$ cat config.mk
export PLATFORM = sky130hd
export DESIGN_NAME = id_ex_stage_flat
export DESIGN_NICKNAME = d
export VERILOG_FILES = /design/src/rtl/id_ex_stage_if.sv /design/src/rtl/id_ex_stage.sv /design/src/flat_wrapper.sv
export SDC_FILE = /design/constraint.sdc
export NUM_CORES = 1
export LEC_CHECK = 0
export BUFFER_PORTS_ARGS = -buffer_cell sky130_fd_sc_hd__buf_2
export CAP_MARGIN = 15
export CORE_AREA = 2 2 177 179
export CTS_BUF_LIST = sky130_fd_sc_hd__clkbuf_8
export CTS_CLUSTER_DIAMETER = 200
export CTS_CLUSTER_SIZE = 10
export DETAILED_ROUTE_END_ITERATION = 7
export DIE_AREA = 0 0 179 181
export SLEW_MARGIN = 5
export SYNTH_ARGS = -nofsm -noshare
export SYNTH_HDL_FRONTEND = slang
export SYNTH_SLANG_ARGS = --single-unit
$ cat constraint.sdc
create_clock -name clk -period 18.3 [get_ports clk]
set_input_delay 3.66 -clock clk [delete_from_list [all_inputs] [get_ports clk]]
set_output_delay 3.66 -clock clk [all_outputs]
set_load 0.03 [all_outputs]
$ cat src/rtl/id_ex_stage_if.sv
// id_ex_stage_if: bundle of the ID-side inputs and EX-side outputs of the
// ID/EX pipeline register.
//   master : drives the decoded ID fields and flush, observes the EX fields,
//            stall and stallCount (decode stage / testbench side)
//   slave  : the ID/EX register itself
interface id_ex_stage_if #(
  parameter int DW = 64
);
  // ID side
  logic          idValid;
  logic [4:0]    idRn;
  logic [4:0]    idRm;
  logic [4:0]    idRd;
  logic          idUsesRm;
  logic [DW-1:0] idDa;
  logic [DW-1:0] idDb;
  logic [DW-1:0] idImm;
  logic [1:0]    idWB;
  logic [1:0]    idMEM;
  logic [3:0]    idEX;
  logic          flush;
  // EX side
  logic          exValid;
  logic [4:0]    exRn;
  logic [4:0]    exRm;
  logic [4:0]    exRd;
  logic [DW-1:0] exDa;
  logic [DW-1:0] exDb;
  logic [DW-1:0] exImm;
  logic [1:0]    exWB;
  logic [1:0]    exMEM;
  logic [3:0]    exEX;
  logic          stall;
  logic [15:0]   stallCount;

  modport master (
    output idValid, idRn, idRm, idRd, idUsesRm, idDa, idDb, idImm,
           idWB, idMEM, idEX, flush,
    input  exValid, exRn, exRm, exRd, exDa, exDb, exImm, exWB, exMEM, exEX,
           stall, stallCount
  );

  modport slave (
    input  idValid, idRn, idRm, idRd, idUsesRm, idDa, idDb, idImm,
           idWB, idMEM, idEX, flush,
    output exValid, exRn, exRm, exRd, exDa, exDb, exImm, exWB, exMEM, exEX,
           stall, stallCount
  );
endinterface

$ cat src/rtl/id_ex_stage.sv
// id_ex_stage: ID/EX pipeline register of the 64-bit LEGv8 pipeline with
// load-use hazard detection.
//   clk   : pipeline clock, all state updates on the rising edge
//   reset : asynchronous, active-high
//   bus   : id_ex_stage_if.slave -- decoded ID fields and flush in;
//           registered EX fields, combinational stall and the saturating
//           load-use stall counter out
// A load in EX whose destination is read by the instruction in ID forces a
// one-cycle stall and a bubble; a flush squashes the ID instruction into a
// bubble without stalling.
module id_ex_stage #(
  parameter int DW = 64
) (
  input  logic          clk,
  input  logic          reset,
  id_ex_stage_if.slave  bus
);

  localparam logic [4:0] XZR = 5'd31;

  logic          ex_valid_reg;
  logic [4:0]    ex_rn_reg;
  logic [4:0]    ex_rm_reg;
  logic [4:0]    ex_rd_reg;
  logic [DW-1:0] ex_da_reg;
  logic [DW-1:0] ex_db_reg;
  logic [DW-1:0] ex_imm_reg;
  logic [1:0]    ex_wb_reg;
  logic [1:0]    ex_mem_reg;
  logic [3:0]    ex_ex_reg;
  logic [15:0]   stall_count_reg;

  logic hazard;
  logic stall;
  logic bubble;
  logic rn_match;
  logic rm_match;

  // XZR is never a real producer or consumer, so it can never cause a hazard.
  assign rn_match = (ex_rd_reg == bus.idRn) && (bus.idRn != XZR);
  assign rm_match = bus.idUsesRm && (ex_rd_reg == bus.idRm) && (bus.idRm != XZR);
  assign hazard   = bus.idValid && ex_valid_reg && ex_mem_reg[0] &&
                    (ex_rd_reg != XZR) && (rn_match || rm_match);
  // A wrong-path instruction is discarded, so it is never held.
  assign stall    = hazard && !bus.flush;
  assign bubble   = bus.flush || hazard;

  // Control and indices: a bubble loads XZR indices so forwarding never
  // matches it, and zero control so it has no side effects.
  always_ff @(posedge clk or posedge reset) begin
    if (reset) begin
      ex_valid_reg <= 1'b0;
      ex_rn_reg    <= XZR;
      ex_rm_reg    <= XZR;
      ex_rd_reg    <= XZR;
      ex_wb_reg    <= 2'b00;
      ex_mem_reg   <= 2'b00;
      ex_ex_reg    <= 4'b0000;
    end else if (bubble) begin
      ex_valid_reg <= 1'b0;
      ex_rn_reg    <= XZR;
      ex_rm_reg    <= XZR;
      ex_rd_reg    <= XZR;
      ex_wb_reg    <= 2'b00;
      ex_mem_reg   <= 2'b00;
      ex_ex_reg    <= 4'b0000;
    end else begin
      ex_valid_reg <= bus.idValid;
      ex_rn_reg    <= bus.idRn;
      ex_rm_reg    <= bus.idRm;
      ex_rd_reg    <= bus.idRd;
      ex_wb_reg    <= bus.idWB;
      ex_mem_reg   <= bus.idMEM;
      ex_ex_reg    <= bus.idEX;
    end
  end

  // Operand data is meaningless in a bubble, so it simply holds.
  always_ff @(posedge clk or posedge reset) begin
    if (reset) begin
      ex_da_reg  <= '0;
      ex_db_reg  <= '0;
      ex_imm_reg <= '0;
    end else if (!bubble) begin
      ex_da_reg  <= bus.idDa;
      ex_db_reg  <= bus.idDb;
      ex_imm_reg <= bus.idImm;
    end
  end

  always_ff @(posedge clk or posedge reset) begin
    if (reset) begin
      stall_count_reg <= 16'h0000;
    end else if (stall && (stall_count_reg != 16'hFFFF)) begin
      stall_count_reg <= stall_count_reg + 16'h0001;
    end
  end

  assign bus.exValid    = ex_valid_reg;
  assign bus.exRn       = ex_rn_reg;
  assign bus.exRm       = ex_rm_reg;
  assign bus.exRd       = ex_rd_reg;
  assign bus.exDa       = ex_da_reg;
  assign bus.exDb       = ex_db_reg;
  assign bus.exImm      = ex_imm_reg;
  assign bus.exWB       = ex_wb_reg;
  assign bus.exMEM      = ex_mem_reg;
  assign bus.exEX       = ex_ex_reg;
  assign bus.stall      = stall;
  assign bus.stallCount = stall_count_reg;

endmodule

$ cat src/flat_wrapper.sv
// flat-port wrapper written by rule: the top's interface ports become plain ports
module id_ex_stage_flat 
#(
  parameter int DW = 64
)
  (clk, reset, bus_idValid, bus_idRn, bus_idRm, bus_idRd, bus_idUsesRm, bus_idDa, bus_idDb, bus_idImm, bus_idWB, bus_idMEM, bus_idEX, bus_flush, bus_exValid, bus_exRn, bus_exRm, bus_exRd, bus_exDa, bus_exDb, bus_exImm, bus_exWB, bus_exMEM, bus_exEX, bus_stall, bus_stallCount);
  id_ex_stage_if #(.DW(DW)) bus_i ();
  input  logic clk;
  input  logic reset;
  input wire logic [$bits(bus_i.idValid)-1:0] bus_idValid;
  input wire logic [$bits(bus_i.idRn)-1:0] bus_idRn;
  input wire logic [$bits(bus_i.idRm)-1:0] bus_idRm;
  input wire logic [$bits(bus_i.idRd)-1:0] bus_idRd;
  input wire logic [$bits(bus_i.idUsesRm)-1:0] bus_idUsesRm;
  input wire logic [$bits(bus_i.idDa)-1:0] bus_idDa;
  input wire logic [$bits(bus_i.idDb)-1:0] bus_idDb;
  input wire logic [$bits(bus_i.idImm)-1:0] bus_idImm;
  input wire logic [$bits(bus_i.idWB)-1:0] bus_idWB;
  input wire logic [$bits(bus_i.idMEM)-1:0] bus_idMEM;
  input wire logic [$bits(bus_i.idEX)-1:0] bus_idEX;
  input wire logic [$bits(bus_i.flush)-1:0] bus_flush;
  output wire logic [$bits(bus_i.exValid)-1:0] bus_exValid;
  output wire logic [$bits(bus_i.exRn)-1:0] bus_exRn;
  output wire logic [$bits(bus_i.exRm)-1:0] bus_exRm;
  output wire logic [$bits(bus_i.exRd)-1:0] bus_exRd;
  output wire logic [$bits(bus_i.exDa)-1:0] bus_exDa;
  output wire logic [$bits(bus_i.exDb)-1:0] bus_exDb;
  output wire logic [$bits(bus_i.exImm)-1:0] bus_exImm;
  output wire logic [$bits(bus_i.exWB)-1:0] bus_exWB;
  output wire logic [$bits(bus_i.exMEM)-1:0] bus_exMEM;
  output wire logic [$bits(bus_i.exEX)-1:0] bus_exEX;
  output wire logic [$bits(bus_i.stall)-1:0] bus_stall;
  output wire logic [$bits(bus_i.stallCount)-1:0] bus_stallCount;
  assign bus_i.idValid = bus_idValid;
  assign bus_i.idRn = bus_idRn;
  assign bus_i.idRm = bus_idRm;
  assign bus_i.idRd = bus_idRd;
  assign bus_i.idUsesRm = bus_idUsesRm;
  assign bus_i.idDa = bus_idDa;
  assign bus_i.idDb = bus_idDb;
  assign bus_i.idImm = bus_idImm;
  assign bus_i.idWB = bus_idWB;
  assign bus_i.idMEM = bus_idMEM;
  assign bus_i.idEX = bus_idEX;
  assign bus_i.flush = bus_flush;
  assign bus_exValid = bus_i.exValid;
  assign bus_exRn = bus_i.exRn;
  assign bus_exRm = bus_i.exRm;
  assign bus_exRd = bus_i.exRd;
  assign bus_exDa = bus_i.exDa;
  assign bus_exDb = bus_i.exDb;
  assign bus_exImm = bus_i.exImm;
  assign bus_exWB = bus_i.exWB;
  assign bus_exMEM = bus_i.exMEM;
  assign bus_exEX = bus_i.exEX;
  assign bus_stall = bus_i.stall;
  assign bus_stallCount = bus_i.stallCount;
  id_ex_stage #(.DW(DW)) u_core (.clk(clk), .reset(reset), .bus(bus_i));
endmodule
==> impl_metrics.toml <==
[timing]
finalHoldViolCount = 0
fmaxAchievable_mhz = 112
worst_clk_skew_ns = 0.0165
timing.final.crit_period_ns = 8.92
worst-slew-pin-transition_ns = 1.05
fin_setup_tns_ns = 0
setup-violations-final = 0
relSlewSlack_pct = 29.9
timing.final.max_slew_violations = 0
finalCritPeriodShare_pct = 48.7
rsz0062_at_grt = "false"

[yosys]
ys_warn_count = 0
synth.ff_latch_count = 232
synthMuxAreaShare_pct = 24.9
netlist.area_leader.share_pct = 60.8
synthXorXnorAreaFrac_pct = 2.16
synth_cells = 557
synthesis.area_per_instance_um2 = 16.0
number_of_enable_flip_flop_cells_after_synthesis = 0
synth_area_in_simple_gates_pct = 4.94
yosys.cell_count.top_type = "dfrtp_1"
number_of_distinct_standard_cells_referenced_by_the_synthesized_netlist = 30
netlist_area_um2 = 8940
mappedNetlistNets = 778
main_combinational_cell_family_by_area_after_synthesis = "multiplexers"
synth_flop_cell = "dfrtp_1"
yosys-top-cells-count = "dfrtp_1, mux2_1, mux2_2, xnor2_1, nand2b_1"
synth_compound_area_share_pct = 0.854
ys_async_sr_fraction_pct = 100
post-synth-top-area-cell = "dfrtp_1"
synth-seq-area-share_pct = 65.2
synth-adder-area-share_pct = 0.140
synth_area_leaders = "dfrtp_1, mux2_1, mux2_2, dfstp_2, xnor2_1"

[final_layout]
final_layout_size_suffix_gt1_share_pct = 57.6
synthToLayoutAreaGrowth_pct = 34.3
antennaDiodeCount = 0
layout.nets = 1238

[placement]
io_buffers = 452
place.detailed.hpwl_um = 17700
gp_congestion = 0.781

[critical_path]
regToRegEndpoint = "u_core.bus.exDa[49]"
critical_path_arrival_ns = 5.26
critPathMostFrequentCell = "buf_2"
cp-start-kind = "input pin"
reg2reg_from = "u_core.bus.exRd[0]"
crit_slowest_cell = "o32ai_4"
critPathKind = "input pin to primary output"
path_cells = "buf_2 -> xnor2_1 -> nand4_1 -> o32ai_4 -> and2_1 -> buf_2"
worst_case_reg_to_reg_path_depth = 7
timing.critical_path.required_ns = 14.64
crit_path_max_incr_delay_ns = 0.66
ff2ff_setup_slack_ns = 14.39
critical_path.max_fanout = 17
crit_path_end_kind = "primary output"

[route]
detailroute.via_count = 6175
sum_of_routed_wire_length_over_all_layers_um = 23300
initial_drt_pass_iterations = 4
post_drt_wl_per_cell_um = 16.4
drt_drc_violations_left = 0
first_iter_violations = 271
route.detailed.vias_per_inst = 4.34
antenna_nets_post_route = 0

[cts]
tritoncts = "built"
cts.reportedPaths.clkPinSlew_ns = 0.07
post_cts.resized_instances = 0
worstSkewPairLatency_ns = 0.56
cts_buffers = 27
cts_hold_buf = 0
cts_htree_levels = 1
clock_sink_count = 232
cts.root.buffer_cell = "clkbuf_8"
buffer_levels_on_the_longest_clock_path = 3
post-cts-setup-buffer-count = 0

[floorplan]
num_rows = 64
die_h_um = 181
floorplan.core_area_um2 = 30300
die_w_um = 179
io-pin-count = 453
fp.dieArea_um2 = 32400
start_util_pct = 29.5

[worst_hold_path]
holdPathEnd = "u_core.bus.exDa[5]"
min_path_type = "register to register"
min_path_cells = 1
hp-start = "u_core.bus.exDa[5]"

[flow_run]
max_cap_viol_count = 0

[power]
report.power.total_uw = 1130
vdd_ir_drop_max_mv = 0.0586
total_power_density_per_cell_area_nw_per_um2 = 94.4
standby_leakage_power_uw = 0.00587

[run_status]
run_status = "finished clean"

[global_routing]
grt_antenna_before_repair = 0
wire_length_of_the_first_global_routing_pass_um = 34900
grtUsageTotal_pct = 13.7
grt_pass1_vias = 6415
grt_max_degree = 112
globalRoute.totalOverflow = 0
## per-layer routing
layer	track usage, %	wire (um)
met5	0	0
met4	4.13	548
met3	4.40	2550
met2	24.5	11500
met1	15.3	8730
## per-stage QoR
stage | utilization, % | setup WS, ns | hold WS (ns) | area [um^2] | cells
5_1_grt | 39.5 | 9.22 | 0.498 | 12000 | 1423
4_1_cts | 39.5 | 9.34 | 0.485 | 12000 | 1423
6_report | 39.5 | 9.38 | 0.481 | 12000 | 1423
2_1_floorplan | - | 8.30 | 0.664 | 8940 | 557
3_5_place_dp | 38.1 | 9.35 | 0.469 | 11600 | 1384
3_3_place_gp | 38.1 | 9.38 | 0.462 | 11600 | 1384
## worst max-delay path by stage
stage / cells past startpoint / start / endpoint / slack, ns
floorplan: 1 / reset / u_core.bus.exDa[0] / 8.30
global placement: 6 / bus_idRm[4] / bus_stall / 9.38
detailed placement: 6 / bus_idRm[4] / bus_stall / 9.35
CTS: 6 / bus_idRm[4] / bus_stall / 9.34
global route: 6 / bus_idRm[4] / bus_stall / 9.22
finish: 6 / bus_idRm[4] / bus_stall / 9.38
## worst max-delay path, delay by kind of cell
family	cells	cell delay, ns
AOI/OAI and AO/OA	1	0.66
xor gates and xnor gates	1	0.18
buffers and inverters	2	0.32
and+or+nand+nor	2	0.43
## area by class of cell
class                      count  area [um^2]
fill                        2956        18300
sequential                   232         5820
multi-input combinational    298         2950
timing repair buffer         457         2300
tap                          396          495
clock buffer                  27          372
clock inverter                12         53.8
inverter                       1         11.3
## cells by family after synthesis
| family | Yosys count |
|---|---|
| xor gates and xnor gates | 22 |
| buffers and inverters | 27 |
| and+or+nand+nor | 74 |
| AOI/OAI and AO/OA | 7 |
| DFF | 232 |
| adders and majority gates | 1 |
| muxes | 194 |
## layout by cell type (no fill, tap or decap), drive strengths merged
master    instances
nand4b            2
nand2             6
a21oi             2
nand2b           17
and3              5
mux2            194
clkinvlp          1
nor3              1
dfstp            15
o32ai             1
xnor2            22
buf             457
nand4            11
nand3             8
and2             14
nor2b             1
o21ai             1
o311a             1
inv              12
clkbuf           27
dfrtp           217
ha                1
nor4              1
and4              4
nor2              4
a31oi             2
## report_power, final
group / switching [uW] / total (uW) / internal (uW) / leakage (uW)
logic: 157 / 241 / 84.6 / 0.00288
registers: 21.2 / 581 / 559 / 0.00274
clock network: 176 / 311 / 135 / 0.000252
total: 354 / 1130 / 779 / 0.00587
## sequential cells by signal, summed over array words and instances (netlist names)
| signal | cells |
|---|---|
| u_core.bus.exDb | 64 |
| u_core.bus.exDa | 64 |
| u_core.bus.exRn | 5 |
| u_core.bus.exWB | 2 |
| u_core.bus.exRd | 5 |
| u_core.bus.exMEM | 2 |
| u_core.bus.stallCount | 16 |
| u_core.bus.exValid | 1 |
| u_core.bus.exEX | 4 |
| u_core.bus.exImm | 64 |
| u_core.bus.exRm | 5 |
Note: power is estimated with default switching activity, not from simulation.
